==> config.mk <==
export PLATFORM = sky130hd
export DESIGN_NAME = sensor_qualifier
export DESIGN_NICKNAME = d
export VERILOG_FILES = /design/src/rtl/sensor_qualifier.sv
export SDC_FILE = /design/constraint.sdc
export NUM_CORES = 1
export LEC_CHECK = 0
export ABC_CLOCK_PERIOD_IN_PS = 3000
export CAP_MARGIN = 20
export CORE_UTILIZATION = 55
export DETAILED_ROUTE_END_ITERATION = 12
export DONT_BUFFER_PORTS = 1
export GPL_ROUTABILITY_DRIVEN = 0
export PLACE_DENSITY = 0.79
export SKIP_LAST_GASP = 1
export SYNTH_ARGS = -nofsm -noshare
export SYNTH_HDL_FRONTEND = slang
export SYNTH_SLANG_ARGS = --single-unit
==> constraint.sdc <==
create_clock -name clk -period 3 [get_ports clk]
set_input_delay 0.45 -clock clk [delete_from_list [all_inputs] [get_ports clk]]
set_output_delay 0.45 -clock clk [all_outputs]
set_load 0.05 [all_outputs]
==> src/rtl/sensor_qualifier.sv <==
// Zone sensor front end: synchronise, debounce, latch qualified trips and flag chattering lines.
// sensor is the OR of the latched trips and drives the alarm FSM directly.
module sensor_qualifier #(
  parameter int unsigned ZONES         = 4,
  parameter int unsigned DEBOUNCE      = 16,
  parameter int unsigned TAMPER_EDGES  = 8,
  parameter int unsigned TAMPER_WINDOW = 1024
) (
  input  logic             clk,
  input  logic             rst,
  input  logic [ZONES-1:0] raw_zone,
  input  logic [ZONES-1:0] zone_mask,
  input  logic             clear,
  output logic [ZONES-1:0] zone_state,
  output logic [ZONES-1:0] zone_latched,
  output logic             sensor,
  output logic             trip_pulse,
  output logic             tamper
);

  localparam int unsigned DB_W  = $clog2(DEBOUNCE);
  localparam int unsigned EC_W  = $clog2(TAMPER_EDGES + 1);
  localparam int unsigned WIN_W = $clog2(TAMPER_WINDOW);

  logic [ZONES-1:0] r_s1;
  logic [ZONES-1:0] r_s2;
  logic [ZONES-1:0] r_s3;
  logic [DB_W-1:0]  r_db_cnt [ZONES];
  logic [EC_W-1:0]  r_ec_cnt [ZONES];
  logic [WIN_W-1:0] r_win;

  logic [ZONES-1:0] w_zone_edge;
  logic [ZONES-1:0] w_state_nxt;
  logic [ZONES-1:0] w_trip;
  logic [DB_W-1:0]  w_db_nxt [ZONES];
  logic [EC_W-1:0]  w_ec_nxt [ZONES];
  logic             w_wrap;
  logic             w_tamper_hit;

  // Next-state for debounce, tamper edge counters and trip detection
  always_comb begin
    w_zone_edge  = r_s2 ^ r_s3;
    w_wrap       = (r_win == WIN_W'(TAMPER_WINDOW - 1));
    w_state_nxt  = zone_state;
    w_tamper_hit = 1'b0;
    for (int i = 0; i < int'(ZONES); i++) begin
      w_db_nxt[i] = '0;
      w_ec_nxt[i] = r_ec_cnt[i];
      if (r_s2[i] != zone_state[i]) begin
        if (r_db_cnt[i] == DB_W'(DEBOUNCE - 1)) begin
          w_state_nxt[i] = r_s2[i];
        end else begin
          w_db_nxt[i] = r_db_cnt[i] + DB_W'(1);
        end
      end
      // An edge on the wrap cycle is the first edge of the new window
      if (w_wrap) begin
        w_ec_nxt[i] = EC_W'(w_zone_edge[i]);
      end else if (w_zone_edge[i] && (r_ec_cnt[i] != EC_W'(TAMPER_EDGES))) begin
        w_ec_nxt[i] = r_ec_cnt[i] + EC_W'(1);
        if (w_ec_nxt[i] == EC_W'(TAMPER_EDGES)) begin
          w_tamper_hit = 1'b1;
        end
      end
    end
    w_trip = ~zone_state & w_state_nxt & zone_mask;
  end

  // State registers; trip and tamper set take priority over clear
  always_ff @(posedge clk) begin
    if (rst) begin
      r_s1         <= '0;
      r_s2         <= '0;
      r_s3         <= '0;
      r_win        <= '0;
      zone_state   <= '0;
      zone_latched <= '0;
      trip_pulse   <= 1'b0;
      tamper       <= 1'b0;
      for (int i = 0; i < int'(ZONES); i++) begin
        r_db_cnt[i] <= '0;
        r_ec_cnt[i] <= '0;
      end
    end else begin
      r_s1         <= raw_zone;
      r_s2         <= r_s1;
      r_s3         <= r_s2;
      r_win        <= w_wrap ? '0 : r_win + WIN_W'(1);
      zone_state   <= w_state_nxt;
      zone_latched <= (clear ? '0 : zone_latched) | w_trip;
      trip_pulse   <= |w_trip;
      tamper       <= (tamper & ~clear) | w_tamper_hit;
      for (int i = 0; i < int'(ZONES); i++) begin
        r_db_cnt[i] <= w_db_nxt[i];
        r_ec_cnt[i] <= w_ec_nxt[i];
      end
    end
  end

  assign sensor = |zone_latched;

endmodule

# Yosys cells after proc, flatten, opt, wreduce, memory -nomap -nowiden
# Memories as Yosys holds them, arrays and structs flattened.
# Index checks and enable logic that the tools add are counted.
classes:
  addsub: 9
  n_eq_ne: 17
  n_mux: 48
  bitwise_logic: 16
  n_reduce_logical: 7
ops:
  columns: ["cell", "count"]
  rows:
  - ["$mux W4", 25]
  - ["$add A4 B1 Y4 const B", 8]
  - ["$eq A4 B4 Y1 const B", 8]
  - ["$mux W1", 23]
  - ["$ne A4 B4 Y1 const B", 4]
  - ["$add A10 B1 Y10 const B", 1]
  - ["$eq A10 B10 Y1 const B", 1]
  - ["$or A1 B1 Y1", 9]
  - ["$and A4 B4 Y4", 2]
  - ["$reduce_or A4 Y1", 2]
  - ["$logic_and A1 B1 Y1", 4]
  - ["$ne A1 B1 Y1", 4]
  - ["$not A4 Y4", 1]
  - ["$or A4 B4 Y4", 1]
  - ["$xor A4 B4 Y4", 1]
  - ["$reduce_or A2 Y1", 1]
  - ["$and A1 B1 Y1", 1]
  - ["$not A1 Y1", 1]
totals:
  reg_bits: 32
  ramBits: 32
  in_bits: 11
  out_inout_bits: 11
  word_cells: 107
  mem_count: 2
mem_list:
  columns: ["memory", "words", "word_bits", "read_ports", "rd_ports_with_merged_regs", "write_ports", "line_no", "source"]
  rows:
  - ["r_db_cnt", 4, 4, 4, 0, 4, "28", "logic [DB_W-1:0] r_db_cnt [ZONES];"]
  - ["r_ec_cnt", 4, 4, 4, 0, 4, "29", "logic [EC_W-1:0] r_ec_cnt [ZONES];"]

# Depth between registers and ports, before layout
logic_depth:
  word_depth: 15
  ltp_mapped: 8
  depth_no_buf: 6

# Least setup slack after synthesis
# Ideal clock, no wire load.
synth_timing:
  path_kind: "flip-flop to output port"
  start: "register zone_latched[0]"
  end: "output sensor"
  t_arrival_ps: 1296
  required_time_ps: 2550
  slack_ps: 1254
  stages_incl_launch_ff: 2
  path_buffers: 0
  path_cell_list: "dfxtp_1 -> or4_1"
synth_between:
  elab_chain_len: 1
synth_lines:
  columns: ["item", "line_no", "source"]
  rows:
  - ["start: declaration", "15", "output logic [ZONES-1:0] zone_latched,"]
  - ["start signal: assignment", "90", "zone_latched <= (clear ? '0 : zone_latched) | w_trip;"]
  - ["$reduce_or A4 Y1", "100", "assign sensor = |zone_latched;"]
  - ["end: declaration", "16", "output logic sensor,"]
# No other way between the ends.

# Worst setup path after layout
# Same ends and word-level chain as after synthesis.

==> impl_metrics.json <==
{
  "status": "completed",
  "top_layer": "met4",
  "die_w_um": 72.0,
  "relSlewSlack": 0.509,
  "nets": 311,
  "max_stage_delay_ps": 880,
  "clkLatencyLatePin_ps": 340,
  "grt_pass1_vias": 1829,
  "grt_pass1_wl_mm": 7.54,
  "finalSetupTns_ps": 0,
  "cp_max_fo": 3,
  "synth_xor_area_frac": 0.107,
  "syn-instance-count": 281,
  "fin_crit_sh": 0.723,
  "syn_area_um2": 2690,
  "hp-start": "rst",
  "p_leak_nw": 1.13,
  "route.detailed.drc": 0,
  "portBuffers": 0,
  "power_density_nw_per_um2": 584,
  "routed_wl_mm": 4.35,
  "ir_drop_mv": 0.698,
  "synth_cell_type_count": 36,
  "antenna_found_initial": 0,
  "path_clk_slew_ps": 70,
  "ant_nets": 0,
  "num_antenna_cells": 0,
  "grt_use_total": 0.193,
  "cp_top_family": "simple AND/OR/NAND/NOR gates",
  "async_reset_ff_frac": 0,
  "synthFlopType": "dfxtp_1",
  "core_area_um2": 4720,
  "synth_edf_count": 0,
  "clock-sinks": 64,
  "path_cells": "or4_1",
  "place_hpwl_mm": 3.08,
  "grt-ovfl-total": 0,
  "critPathSlowestCell": "or4_1",
  "route.met3.wl_um": 217,
  "path_class": "register to output pin",
  "synth-seq-area-share": 0.476,
  "rsz0062_at_grt": "false",
  "cts_buffers": 9,
  "cts_resized": 0,
  "muxShareOfSynthArea": 0.0260,
  "cp_num_buf_inv": 0,
  "vias": 1883,
  "ys_top_cells_by_area": "dfxtp_1, ha_1, xor2_1, nor2_1, xnor2_1",
  "htree_levels": 3,
  "via_per_inst": 5.26,
  "start_util": 0.570,
  "crit_required_ps": 2550,
  "min_period_ps": 2170,
  "finalSetupViolCount": 0,
  "wl_per_cell_um": 12.1,
  "synth-seq-cells": 64,
  "endpoint_kind": "output pin",
  "dr.pass1.iters": 4,
  "wl_met1_mm": 1.93,
  "yosysTopAreaCell": "dfxtp_1",
  "num_io_pins": 22,
  "die_y_um": 72.0,
  "wl_met2_mm": 2.10,
  "hold_viol_final": 0,
  "synthSimpleGateAreaFrac": 0.241,
  "cts_setup_buffers": 0,
  "clk_path_buf_depth": 2,
  "clock-root-buffer": "clkbuf_8",
  "clock.fmax_mhz": 461,
  "yosys_warnings": 0,
  "dieArea_um2": 5180,
  "cp-start-kind": "register",
  "syn_area_per_cell_um2": 9.59,
  "finalPower_mw": 1.73,
  "grt_start_max_net_pins": 35,
  "cap_violations": 0,
  "arrival_ps": 1720,
  "cts_tree": "done",
  "synth_top_area_frac": 0.476,
  "synth_nets": 306,
  "worstMarginPinSlew_ps": 737,
  "synth-adder-area-share": 0.0650,
  "synth_top_family_by_area": "simple AND/OR/NAND/NOR gates",
  "cp-startpoint": "zone_latched[0]",
  "drive_above_1_share": 0.0584,
  "hp-class": "primary input to register",
  "area_delta_synth_final_pct": 9.75,
  "slew_viol_final": 0,
  "rows": 25,
  "drt_iter0_markers": 55,
  "synth_compound_area_frac": 0.0543,
  "r2r-start": "r_win[0]",
  "fin_worst_skew_ps": 10.2,
  "hold_buffers": 0
}
through the flow:
step / hold slack [ps] / cell area [um^2] / worst slack [ps] / std cells / util
after CTS: 154 / 2960 / 818 / 358 / 0.626
final: 175 / 2960 / 831 / 358 / 0.626
after floorplan: 414 / 2690 / 1250 / 281 / -
after global routing: 152 / 2960 / 789 / 358 / 0.626
after global placement: 416 / 2740 / 1140 / 342 / 0.581
after detailed placement: 424 / 2740 / 1080 / 342 / 0.581
cell families (layout without fill, tap and decap cells):
| kind of cell | Yosys count | in the layout |
|---|---|---|
| and+or+nand+nor | 122 | 122 |
| DFF | 64 | 64 |
| xor gates and xnor gates | 32 | 32 |
| AOI/OAI and AO/OA | 23 | 23 |
| buffers and inverters | 19 | 29 |
| adders and majority gates | 14 | 14 |
| muxes | 7 | 7 |
final cells by class:
cell class	instances	area [um^2]
clock inverters	3	65.1
clock buffers	13	149
flip-flops and latches	64	1280
inverters	13	48.8
multi-input cells	198	1330
fillers	393	1770
well taps	67	83.8
cells in the final DEF (no fill, tap or decap), types with 10 or more instances in the layout:
master,instances
nor2b_1,12
ha_1,14
nor2_1,38
xnor2_1,13
nand2b_1,12
xor2_1,18
clkbuf_8,10
inv_1,13
dfxtp_1,64
nand3_1,14
nand2_1,15
metal layers:
layer | vias up | track usage
li1 | 955 | -
met1 | 891 | 0.211
met2 | 26 | 0.325
met3 | 11 | 0.0750
met4 | 0 | 0.100
met5 | - | 0
synth_stat cells (4+ instances only):
cell,instances
a21oi_1,8
a31oi_1,5
and3_1,7
dfxtp_1,64
ha_1,14
inv_1,13
mux2i_1,7
nand2_1,15
nand2b_1,12
nand3_1,14
nand4_1,6
nand4b_1,7
nor2_1,38
nor2b_1,12
or3_1,4
xnor2_1,13
xor2_1,18
registers in the layout (all words and copies together), names as in the netlist:
name	flops
r_db_cnt	16
r_ec_cnt	16
r_win	10
r_s1	4
r_s2	4
r_s3	4
zone_latched	4
zone_state	4
tamper	1
trip_pulse	1
path summary, 6_finish.rpt:
| path | end | slack [ps] | cells past startpoint |
|---|---|---|---|
| max | sensor | 830 | 1 |
| min | zone_state[3] | 170 | 1 |
| max reg2reg | r_win[5] | 1080 | 5 |
| min reg2reg | r_s2[1] | 430 | 1 |
report_power, final:
group	internal (mW)	total (mW)	leakage, nW	switching [mW]
sequential	0.867	0.883	0.519	0.0158
combinational	0.0231	0.0519	0.507	0.0288
clock	0.490	0.793	0.108	0.303
total	1.38	1.73	1.13	0.347
No activity file was read; power rests on OpenSTA's default activity.
